===== src/rtl/vga_sync_decoder.sv =====
// vga_sync_decoder: recovers row/column/displayActive from an hSync/vSync pair and flags timing violations
// Ports:
//    clk, rst           pixel clock; synchronous active-low reset
//    hSync, vSync       incoming syncs, active level SYNC_POL
//    row, column        visible position, 0 outside the visible window
//    displayActive      visible region while locked
//    frameStart         pulse at row 0, column 0 while locked
//    locked             LOCK_FRAMES clean frames seen since the last violation
//    hErr, vErr         one-cycle violation pulses while locked
//    errCount           saturating count of violations seen while locked
module vga_sync_decoder #(
   parameter int H_ACTIVE    = 640,
   parameter int H_FP        = 16,
   parameter int H_SYNC      = 96,
   parameter int H_BP        = 48,
   parameter int V_ACTIVE    = 480,
   parameter int V_FP        = 10,
   parameter int V_SYNC      = 2,
   parameter int V_BP        = 33,
   parameter bit SYNC_POL    = 1'b0,
   parameter int LOCK_FRAMES = 2
) (
   input  logic       clk,
   input  logic       rst,
   input  logic       hSync,
   input  logic       vSync,
   output logic [8:0] row,
   output logic [9:0] column,
   output logic       displayActive,
   output logic       frameStart,
   output logic       locked,
   output logic       hErr,
   output logic       vErr,
   output logic [7:0] errCount
);
   localparam int H_TOTAL = H_ACTIVE + H_FP + H_SYNC + H_BP;
   localparam int V_TOTAL = V_ACTIVE + V_FP + V_SYNC + V_BP;
   localparam logic [9:0] H_LAST      = 10'(H_TOTAL - 1);
   localparam logic [9:0] H_SYNC_LAST = 10'(H_SYNC - 1);
   localparam logic [9:0] H_START     = 10'(H_SYNC + H_BP);
   localparam logic [9:0] H_END       = 10'(H_SYNC + H_BP + H_ACTIVE);
   localparam logic [9:0] V_LAST      = 10'(V_TOTAL - 1);
   localparam logic [9:0] V_SYNC_LAST = 10'(V_SYNC - 1);
   localparam logic [9:0] V_START     = 10'(V_SYNC + V_BP);
   localparam logic [9:0] V_END       = 10'(V_SYNC + V_BP + V_ACTIVE);

   typedef enum logic [1:0] {SEARCH, MEASURE, LOCKED} state_t;

   state_t     state_q, state_d;
   logic       hs_q, hs_d, hs_p_q, hs_p_d, vs_q, vs_d, vs_line_q, vs_line_d;
   logic [9:0] hpos_q, hpos_d, vline_q, vline_d;
   logic [7:0] good_q, good_d, errcnt_q, errcnt_d;
   logic       herr_q, herr_d, verr_q, verr_d;
   logic       h_rise, h_fall, v_act, v_rise, v_fall, h_viol, v_viol, in_win;

   // vSync is only meaningful at line starts, so its edges are taken from the level
   // sampled at each hSync assertion edge (vs_line_q holds the previous line's level).
   always_comb begin
      hs_d      = hSync;
      hs_p_d    = hs_q;
      vs_d      = vSync;
      h_rise    = hs_q == SYNC_POL && hs_p_q != SYNC_POL;
      h_fall    = hs_q != SYNC_POL && hs_p_q == SYNC_POL;
      v_act     = vs_q == SYNC_POL;
      v_rise    = h_rise && v_act && !vs_line_q;
      v_fall    = h_rise && !v_act && vs_line_q;
      vs_line_d = h_rise ? v_act : vs_line_q;
      hpos_d    = (h_rise || hpos_q == H_LAST) ? '0 : hpos_q + 10'd1;
      vline_d   = !h_rise ? vline_q : (v_rise || vline_q == V_LAST) ? '0 : vline_q + 10'd1;
      h_viol    = (h_rise && hpos_q != H_LAST) || (!h_rise && hpos_q == H_LAST) ||
                  (h_fall && hpos_q != H_SYNC_LAST);
      v_viol    = (v_rise && vline_q != V_LAST) || (h_rise && !v_rise && vline_q == V_LAST) ||
                  (v_fall && vline_q != V_SYNC_LAST);
   end

   // Violations are ignored in SEARCH; in MEASURE they silently restart the search.
   always_comb begin
      state_d  = state_q;
      good_d   = good_q;
      herr_d   = 1'b0;
      verr_d   = 1'b0;
      errcnt_d = errcnt_q;
      if (state_q == SEARCH) begin
         if (v_rise) begin
            state_d = MEASURE;
            good_d  = '0;
         end
      end else if (h_viol || v_viol) begin
         state_d = SEARCH;
         if (state_q == LOCKED) begin
            herr_d   = h_viol;
            verr_d   = v_viol;
            errcnt_d = errcnt_q == 8'hFF ? errcnt_q : errcnt_q + 8'd1;
         end
      end else if (state_q == MEASURE && v_rise) begin
         good_d  = good_q + 8'd1;
         state_d = good_d == 8'(LOCK_FRAMES) ? LOCKED : MEASURE;
      end
   end

   always_ff @(posedge clk) begin
      if (!rst) begin
         hs_q      <= ~SYNC_POL;
         hs_p_q    <= ~SYNC_POL;
         vs_q      <= ~SYNC_POL;
         vs_line_q <= 1'b0;
         hpos_q    <= '0;
         vline_q   <= '0;
         good_q    <= '0;
         errcnt_q  <= '0;
         herr_q    <= 1'b0;
         verr_q    <= 1'b0;
         state_q   <= SEARCH;
      end else begin
         hs_q      <= hs_d;
         hs_p_q    <= hs_p_d;
         vs_q      <= vs_d;
         vs_line_q <= vs_line_d;
         hpos_q    <= hpos_d;
         vline_q   <= vline_d;
         good_q    <= good_d;
         errcnt_q  <= errcnt_d;
         herr_q    <= herr_d;
         verr_q    <= verr_d;
         state_q   <= state_d;
      end
   end

   assign in_win        = hpos_q >= H_START && hpos_q < H_END && vline_q >= V_START && vline_q < V_END;
   assign column        = in_win ? hpos_q - H_START : '0;
   assign row           = in_win ? 9'(vline_q - V_START) : '0;
   assign locked        = state_q == LOCKED;
   assign displayActive = in_win && locked;
   assign frameStart    = displayActive && row == '0 && column == '0;
   assign hErr          = herr_q;
   assign vErr          = verr_q;
   assign errCount      = errcnt_q;
endmodule


===== config.mk =====
export PLATFORM = sky130hd
export DESIGN_NAME = vga_sync_decoder
export DESIGN_NICKNAME = d
export VERILOG_FILES = /design/src/rtl/vga_sync_decoder.sv
export SDC_FILE = /design/constraint.sdc
export NUM_CORES = 1
export LEC_CHECK = 0
export ABC_AREA = 1
export CAP_MARGIN = 10
export CORE_ASPECT_RATIO = 0.75
export CORE_UTILIZATION = 62
export CTS_BUF_LIST = sky130_fd_sc_hd__clkbuf_8
export DETAILED_ROUTE_END_ITERATION = 8
export GPL_TIMING_DRIVEN = 0
export PLACE_DENSITY = 0.93
export SYNTH_ARGS = -nofsm -noshare
export SYNTH_HDL_FRONTEND = slang
export SYNTH_SLANG_ARGS = --single-unit

===== constraint.sdc =====
create_clock -name clk -period 2.9 [get_ports clk]
set_input_delay 0.58 -clock clk [delete_from_list [all_inputs] [get_ports clk]]
set_output_delay 0.58 -clock clk [all_outputs]
set_load 0.02 [all_outputs]

==> Word level (Yosys, flattened, before mapping) <==
Index checks and enable logic that the tools add are counted.
{ "classes": {"addsub": 6, "n_lt_le_gt_ge": 4, "n_eq_ne": 12, "n_mux": 12, "n_bitwise": 8, "n_reduce_logical": 40} }
{ "ops": {"columns": ["operator", "n"], "rows": [
  ["$mux W8", 4],
  ["$add A10 B1 Y10 const B", 2],
  ["$eq A10 B10 Y1 const B", 2],
  ["$logic_and A1 B1 Y1", 20],
  ["$lt A10 B10 Y1 const B", 2],
  ["$mux W10", 2],
  ["$ne A10 B10 Y1 const B", 2],
  ["$add A8 B1 Y8 const B", 2],
  ["$ge A10 B6 Y1 const B", 1],
  ["$ge A10 B8 Y1 const B", 1],
  ["$logic_not A10 Y1", 1],
  ["$mux W2", 5],
  ["$ne A10 B1 Y1 const B", 1],
  ["$ne A10 B7 Y1 const B", 1],
  ["$sub A10 B8 Y10 const B", 1],
  ["$logic_not A9 Y1", 1],
  ["$mux W9", 1],
  ["$sub A9 B6 Y9 const B", 1],
  ["$eq A8 B2 Y1 const B", 1],
  ["$eq A8 B8 Y1 const B", 1],
  ["$not A1 Y1", 8],
  ["$logic_or A1 B1 Y1", 7],
  ["$ne A2 B2 Y1 const B", 2],
  ["$reduce_and A4 Y1", 1],
  ["other kinds (10)", 12]
]} }
{ "word_totals": {"ff_bits": 44, "input_bits": 4, "output_inout_bits": 32, "word_cells": 93} }

==> Longest topological paths before layout <==
Gate-level depths: netlist of the first run.
{ "logic_depth": {"word_depth": 12, "ltp_mapped": 13, "ltp_nobuf": 13} }

==> Worst setup path after synthesis of the first run <==
OpenSTA, ideal clock, no wires.
{ "synth_timing": {"path_type": "register to output", "from": "reg hpos_q[4]", "to": "out displayActive", "arrival_ns": 1.792, "t_required_ns": 2.320, "path_slack_ns": 0.528, "path_stages_with_launch": 10, "n_path_buf": 0, "path_cell_list": "dfxtp_1 inv_1 ha_1 inv_1 o21ai_0 nand3_1 nand3_1 nor2_4 inv_2 nor3_1"} }
{ "synth_between": {"elab_chain_cells": 5, "elab_cells_between_ends": 6, "classes_between": "order compare: 2; reduce/logical: 4"} }
{ "synth_lines": {"columns": ["item", "line", "text"], "rows": [
  ["from (decl)", "51", "logic [9:0] hpos_q, hpos_d, vline_q, vline_d;"],
  ["from (signal assigned)", "119", "hpos_q <= hpos_d;"],
  ["$ge A10 B8 Y1 / $lt A10 B10 Y1 (equally long branches)", "129", "assign in_win = hpos_q >= H_START && hpos_q < H_END && vline_q >= V_START && vline_q < V_END;"],
  ["$logic_and A1 B1 Y1 * (3 in series)", "129", null],
  ["$logic_and A1 B1 Y1 *", "133", "assign displayActive = in_win && locked;"],
  ["to (decl)", "29", "output logic displayActive,"]
]} }
Mark *: on every way between the ends. The rest lies on a longest branch, timed or not.

==> Worst setup path in the final report of the first run <==
{ "layout_timing": {"from": "reg state_q[1]", "to": "out locked"} }
{ "layout_between": {"elab_chain_cells": 1} }
{ "layout_lines": {"columns": ["item", "line", "text"], "rows": [
  ["from (decl)", "49", "state_t state_q, state_d;"],
  ["from (signal assigned)", "125", "state_q <= state_d;"],
  ["$eq A2 B2 Y1", "132", "assign locked = state_q == LOCKED;"],
  ["to (decl)", "31", "output logic locked,"]
]} }
No other way between the ends.

==> results of run 1 <==
[layout by cell type (no fill, tap or decap), types with 3 or more instances in the layout]
cell / n
sky130_fd_sc_hd__nand2_1: 90
sky130_fd_sc_hd__inv_1: 63
sky130_fd_sc_hd__nor2_1: 61
sky130_fd_sc_hd__dfxtp_1: 40
sky130_fd_sc_hd__nand3_1: 32
sky130_fd_sc_hd__a21oi_1: 30
sky130_fd_sc_hd__nand4_1: 15
sky130_fd_sc_hd__o21ai_0: 13
sky130_fd_sc_hd__clkdlybuf4s50_1: 13
sky130_fd_sc_hd__ha_1: 11
sky130_fd_sc_hd__xor2_1: 9
sky130_fd_sc_hd__clkbuf_2: 9
sky130_fd_sc_hd__dlygate4sd2_1: 9
sky130_fd_sc_hd__nor2_2: 8
sky130_fd_sc_hd__nor3_1: 8
sky130_fd_sc_hd__xnor2_1: 7
sky130_fd_sc_hd__inv_2: 6
sky130_fd_sc_hd__clkbuf_8: 6
sky130_fd_sc_hd__o21ai_1: 5
sky130_fd_sc_hd__buf_6: 4
sky130_fd_sc_hd__nand2_2: 4
sky130_fd_sc_hd__buf_2: 4
sky130_fd_sc_hd__nor2_4: 3
sky130_fd_sc_hd__dfxtp_2: 3
[worst min-delay path, stage by stage (launching register included)]
cell	delay, ns
sky130_fd_sc_hd__dfxtp_1	0.33
sky130_fd_sc_hd__nand3_1	0.07
sky130_fd_sc_hd__o21ai_1	0.06
[cell type report]
class	count	area, µm²	share of cell area
plain buffers	8	63.8	0.0191
clock buffers	6	82.6	0.0248
clock inverters	2	38.8	0.0116
inverters	71	269	0.0806
multi-input cells	312	1630	0.488
flip-flops and latches	44	888	0.266
well taps	55	68.8	0.0206
repair buffers	36	298	0.0893
[kinds of logic (layout without fill, tap and decap cells)]
logic type / Yosys count / in the layout / synth area share
AO/OA/AOI/OAI: 54 / 54 / 0.102
flip-flops: 44 / 44 / 0.311
adder cells (fa/ha/maj): 12 / 12 / 0.0530
XOR/XNOR: 16 / 16 / 0.0495
buffers and inverters: 79 / 123 / 0.117
AND/OR/NAND/NOR: 230 / 230 / 0.368
[flip-flops by register name (all words and copies together), names as in the netlist]
name       cells
hs_p_q         1
vErr           1
hpos_q        10
vs_line_q      1
vs_q           1
hs_p_d         1
hErr           1
state_q        2
errCount       8
vline_q       10
good_q         8
[synthesized netlist by cell type (all sizes together) (7+ instances only)]
| library cell | count | area share |
|---|---|---|
| ha | 12 | 0.053 |
| buf | 7 | 0.021 |
| nor3 | 8 | 0.014 |
| inv | 70 | 0.093 |
| nand3 | 35 | 0.070 |
| nor2 | 72 | 0.11 |
| dfxtp | 44 | 0.31 |
| nand4 | 15 | 0.033 |
| xor2 | 9 | 0.028 |
| a21oi | 31 | 0.056 |
| nand2 | 94 | 0.13 |
| xnor2 | 7 | 0.022 |
| o21ai | 18 | 0.032 |
[worst min path at each step]
stage,from,end,slack (ns),cells after the start
6_report,good_q[7],good_q[7],0.50,2
3_3_place_gp,hpos_q[0],hpos_q[0],0.45,1
5_1_grt,errCount[4],errCount[4],0.53,2
3_5_place_dp,hpos_q[0],hpos_q[0],0.48,1
4_1_cts,hpos_q[0],hpos_q[0],0.50,1
2_1_floorplan,hpos_q[0],hpos_q[0],0.44,1
[repair_timing]
item | CTS | global route
resized for setup | 31 | 27
buffers inserted | 2 | 0
pin swaps | 1 | 1
endpoints found under the setup margin | 21 | 17
[layer usage]
| layer | up-vias | routed length [µm] | track usage |
|---|---|---|---|
| li1 | 1476 | - | - |
| met1 | 1317 | 3070 | 0.374 |
| met2 | 118 | 3030 | 0.474 |
| met3 | 15 | 475 | 0.0571 |
| met4 | 0 | 103 | 0.0969 |
| met5 | - | 0 | 0 |
[metrics by stage]
stage	setup WS [ns]	cells
finish	0.0991	534
global route	0.00136	534
CTS	0.0356	534
detailed placement	-0.115	524
global placement	-0.0412	524
floorplan	0.528	435
[report_power, final]
part	total [W]	leakage, nW	internal [W]	switching, W
Combinational	0.0000637	1.20	0.0000221	0.0000416
Sequential	0.000620	0.358	0.000611	0.00000919
Clock	0.000504	0.0614	0.000282	0.000222
==> results.md, run 1 <==
- Outcome: completed
- Max-slew violation total from the final report: 0
- Actual transition at the worst max-transition pin: 0.471 ns
- Post-Synthesis Cells: 435
- Vias per cell: 5.48
- Via count of the first global-routing pass: 2,529
- Cell chosen for the clock root: sky130_fd_sc_hd__clkbuf_8
- Worst reg2reg setup slack: 0.71 ns
- Clock latency of the later-clocked register in the worst-skew pair: 0.30 ns
- Maximum fanout along the worst path: 10
- Post-route DRC: 0
- TritonCTS buffer count: 5
- Maximum count of clock buffers along a single path: 2
- Die Wd: 80.0 µm
- Number of cells on the critical path: 4
- Average wire per standard cell: 12.5 µm
- Antenna violation net count after detailed routing: 0
- Predominant post-synthesis flop cell: sky130_fd_sc_hd__dfxtp_1
- Total cell area at the placement stage: 0.00324 mm²
- Sequential cell area fraction in the yosys report: 0.311
- Final-layout setup total negative slack: 0 ns
- Register clock-pin slew on the reported worst setup and hold paths: 0.08 ns
- Crit path kind: register to primary output
- Fraction of layout cells with a size suffix above 1: 0.129
- Total length of routed wires: 6.68 mm
- Wire length of the first global-routing pass: 10.7 mm
- FF-to-FF Start: hpos_q[0]
- Delay of the slowest critical-path stage: 0.69 ns
- Port-buffer cells: 34
- Final design area excluding fillers: 0.00334 mm²
- Starting density of the core: 0.673
- Crit path time final: 2.80 ns
- Hold Buf Count CTS: 0
- Total number of placement rows: 20
- Synthesized area divided by synthesized cell count: 6.51 µm²
- Cell with the biggest individual delay on the critical path: sky130_fd_sc_hd__clkdlybuf4s50_1
- Clock Skew: 0.00195 ns
- First-pass DRT Iterations: 5
- Via count of the routed design: 2,926
- Count of distinct cell types in the synthesized netlist: 31
- Class of the most critical hold timing path: register to register
- CTS H-tree lvls: 2
- Total die area: 0.00484 mm²
- Final setup violation count: 0
- Number of filler instances in the final layout: 327
- Routability congestion estimate from global placement: 0.881
- Detailed-placement wirelength estimate: 4.97 mm
- Endpoint of the worst-slack reg-to-reg timing path: good_q[0]
- Mapped Nets: 451
- All-layer global routing usage: 0.284
- Leftover overflow at the end of global routing: 0
- CP Launch Type: register
- CTS sink count: 44
- Post-Synthesis Cell Area: 0.00283 mm²
- Reg2reg path depth: 11
- Signal arrival time at the worst endpoint: 2.22 ns
- Number of hold-slack violations in the final timing report: 0
- Launching element of the worst setup path: state_q[1]
- Final critical-path share of the clock period: 0.966
- Final layout net count: 494
- CP Capture Type: primary output
- Fin Hold WS: 0.498 ns
- Critical path destination: locked
- Die height: 60.5 µm
- Number of warnings reported in the yosys synthesis log: 0
- Async S/R FF share, synth: 0
- Number of violations of the max-capacitance limit: 0
- Synth-to-layout area growth: 17.9%
- Count of boundary I/O pins: 36
- FF+latch count, synth: 44
- Unrepaired setup endpoints after global routing: false
- Kind of cell adding the most delay to the critical path: buffers and inverters
- Cells traversed along the worst timing path: inv_1 > nor2_1 > clkbuf_1 > clkdlybuf4s50_1
- Number of DRC markers after the initial detailed-route iteration: 259
- Worst path buffer plus inverter count: 3
- Pwr per Cell Area: 356 mW/mm²
- Count of flip-flops with a built-in enable after synthesis: 0
- Final core occ: 0.793
- PnR Total Power: 0.00119 W
- Static power due to leakage: 1.62 nW
- IR drop worst, VDD: 0.317 mV
- Initial antenna violation count: 0
- Standard cell core area: 0.00420 mm²
- Clock tree from TritonCTS: built
- Highest clock frequency the design can meet: 357 MHz
- Number of diodes added for antenna fixing: 0
- Crit path required time: 2.32 ns
- Headroom to the max-slew limit: 0.686
- Pin count of the biggest net entering global routing: 15
(Power assumes the default switching activity.)
==> inputs of run 2 (changes only) <==
--- a/config.mk
+++ b/config.mk
@@ -8,11 +8,14 @@
 export ABC_AREA = 1
 export CAP_MARGIN = 10
 export CORE_ASPECT_RATIO = 0.75
+export CORE_MARGIN = 10
 export CORE_UTILIZATION = 62
 export CTS_BUF_LIST = sky130_fd_sc_hd__clkbuf_8
+export CTS_CLUSTER_DIAMETER = 120
 export DETAILED_ROUTE_END_ITERATION = 8
 export GPL_TIMING_DRIVEN = 0
 export PLACE_DENSITY = 0.93
+export SKIP_LAST_GASP = 1
 export SYNTH_ARGS = -nofsm -noshare
 export SYNTH_HDL_FRONTEND = slang
 export SYNTH_SLANG_ARGS = --single-unit
==> run 2 against run 1 <==
  * Sequential share of layout area shrank 0.28 points
  * Setup slack got worse by 0.0047 ns
  * Register-to-register slack is essentially flat
  * Sequential cell count stayed put
  * Via count is 0.55% lower
  * Global-route usage is 11 points lower
==> results.md, run 2 (synthesized netlist as in run 1, its figures left out) <==
- Detailed-placement wirelength estimate: 5.33 mm
- Share of total power in sequential cells: 0.540
- Port-buffer cells: 34
- Hold Buf Count CTS: 0
- Worst reg2reg setup slack: 0.71 ns
- Number of filler instances in the final layout: 348
- CTS H-tree lvls: 2
- All-layer global routing usage: 0.178
- Via count of the routed design: 2,910
- Critical path destination: column[0]
- Crit path time final: 2.81 ns
- Fin Hold WS: 0.491 ns
- Combinational cell fraction of total power: 0.058
- Final layout net count: 493
- Register clock-pin slew on the reported worst setup and hold paths: 0.08 ns
- Clock latency of the later-clocked register in the worst-skew pair: 0.30 ns
- Largest registers ranked by flip-flop count: hpos_q x10, vline_q x10
- Vias per cell: 5.44
- Starting density of the core: 0.637
- Pint: 0.000885 W
- Most common cell after layout, fill and taps aside: sky130_fd_sc_hd__nand2_1
- CTS sink count: 44
- Number of hold-slack violations in the final timing report: 0
- Number of DRC markers after the initial detailed-route iteration: 179
- Static power due to leakage: 1.63 nW
- Final-layout setup total negative slack: 0 ns
- Max-slew violation total from the final report: 0
- Crit path kind: register to primary output
- Wire length of the first global-routing pass: 11.9 mm
- Highest clock frequency the design can meet: 356 MHz
- Clock tree from TritonCTS: built
- First-pass DRT Iterations: 5
- Fraction of layout cells with a size suffix above 1: 0.113
- Routability congestion estimate from global placement: 0.925
- Signal arrival time at the worst endpoint: 2.23 ns
- Class of the most critical hold timing path: register to register
- Total die area: 0.00770 mm²
- Antenna violation net count after detailed routing: 0
- Crit path required time: 2.32 ns
- CP Launch Type: register
- Count of boundary I/O pins: 36
- Final core occ: 0.761
- FF-to-FF Start: hpos_q[0]
- Cell chosen for the clock root: sky130_fd_sc_hd__clkbuf_8
- Number of diodes added for antenna fixing: 0
- Leftover overflow at the end of global routing: 0
- IR drop worst, VDD: 0.248 mV
- Total number of placement rows: 21
- Clock share of power: 0.402
- Sw Ratio: 0.229
- Synth-to-layout area growth: 19.5%
- Reg2reg path depth: 11
- Headroom to the max-slew limit: 0.709
- Via count of the first global-routing pass: 2,669
- Average wire per standard cell: 13.5 µm
- CP Capture Type: primary output
- Launching element of the worst setup path: hpos_q[4]
- Pwr per Cell Area: 340 mW/mm²
- Number of violations of the max-capacitance limit: 0
- Initial antenna violation count: 0
- Actual transition at the worst max-transition pin: 0.436 ns
- Post-route DRC: 0
- DP Cell Count: 526
- Standard cell core area: 0.00444 mm²
- Die Wd: 98.0 µm
- Cell Count, Final, Fillers Out: 535
- Maximum count of clock buffers along a single path: 2
- Final setup violation count: 0
- Outcome: completed
- Switching power: 0.000263 W
- Clock Skew: 0.00690 ns
- Endpoint of the worst-slack reg-to-reg timing path: good_q[0]
- Commonest cells after routing, fill and taps aside: sky130_fd_sc_hd__nand2_1 (90), sky130_fd_sc_hd__inv_1 (64), sky130_fd_sc_hd__nor2_1 (61)
- Maximum fanout along the worst path: 10
- Pin count of the biggest net entering global routing: 14
- Die height: 78.5 µm
- Total length of routed wires: 7.22 mm
- TritonCTS buffer count: 5
- Final critical-path share of the clock period: 0.967
[run 2: changes by cell type in the layout (fill, tap and decap cells not counted), moves of 2 or more]
cell                              previous run  this run
sky130_fd_sc_hd__clkbuf_2                    9         1
sky130_fd_sc_hd__clkdlybuf4s15_1             0         6
sky130_fd_sc_hd__dlygate4sd2_1               9        12
sky130_fd_sc_hd__o21ai_0                    13        15
sky130_fd_sc_hd__o21ai_1                     5         2
[run 2: timing repair]
action	4_1_cts	5_1_grt
setup buffers	1	0
endpoints found under the setup margin	21	15
gates resized for setup	39	11
pin swaps	1	1
[run 2: power groups by stage]
stage                     Clock, W  Combinational [W]  Sequential [W]
after floorplan                  0          0.0000478        0.000632
after global placement           0          0.0000615        0.000633
after detailed placement         0          0.0000648        0.000635
after CTS                 0.000466          0.0000656        0.000620
after global routing      0.000481          0.0000743        0.000621
final                     0.000462          0.0000664        0.000620
[run 2: cell type report]
cell class | count | area [µm²] | area share
flip-flops and latches | 44 | 891 | 0.264
plain buffers | 8 | 65.1 | 0.0192
well taps | 57 | 71.3 | 0.0211
clock inverters | 3 | 38.8 | 0.0115
clock buffers | 5 | 68.8 | 0.0204
multi-input cells | 312 | 1650 | 0.487
repair buffers | 35 | 332 | 0.0981
inverters | 71 | 269 | 0.0796
[run 2: how the worst min path moves through the flow]
stage               from   endpoint  slack (ns)  cells after the start
2_1_floorplan  hpos_q[0]  hpos_q[0]        0.44                      1
3_3_place_gp   hpos_q[0]  hpos_q[0]        0.45                      1
3_5_place_dp   hpos_q[0]  hpos_q[0]        0.47                      1
4_1_cts        hpos_q[0]  hpos_q[0]        0.49                      1
5_1_grt        hpos_q[0]  hpos_q[0]        0.53                      1
6_report       hpos_q[0]  hpos_q[0]        0.49                      1
[run 2: worst max-delay path: stages, from the launching register on]
cell	delay, ns
sky130_fd_sc_hd__dfxtp_4	0.38
sky130_fd_sc_hd__inv_2	0.10
sky130_fd_sc_hd__ha_1	0.20
sky130_fd_sc_hd__inv_1	0.08
sky130_fd_sc_hd__o21ai_1	0.24
sky130_fd_sc_hd__nand3_2	0.13
sky130_fd_sc_hd__nor2_4	0.15
sky130_fd_sc_hd__inv_4	0.09
sky130_fd_sc_hd__buf_6	0.15
sky130_fd_sc_hd__nor2_1	0.07
sky130_fd_sc_hd__dlygate4sd2_1	0.34
[run 2: metal layers]
layer  GRT usage  up-vias  share of wire
li1            -     1465              -
met5           0        -              0
met1       0.208     1318           0.44
met4      0.0435        0         0.0071
met3      0.0525        5          0.085
met2       0.313      122           0.47
[run 2: stage by stage]
| stage | total power [W] | setup WS [ns] | cell area (µm²) |
|---|---|---|---|
| after global placement | 0.000695 | -0.0673 | 3240 |
| after global routing | 0.00118 | -0.0283 | 3380 |
| after CTS | 0.00115 | 0.0132 | 3370 |
| final | 0.00115 | 0.0944 | 3380 |
| after detailed placement | 0.000699 | -0.129 | 3240 |
| after floorplan | 0.000680 | 0.528 | 2830 |
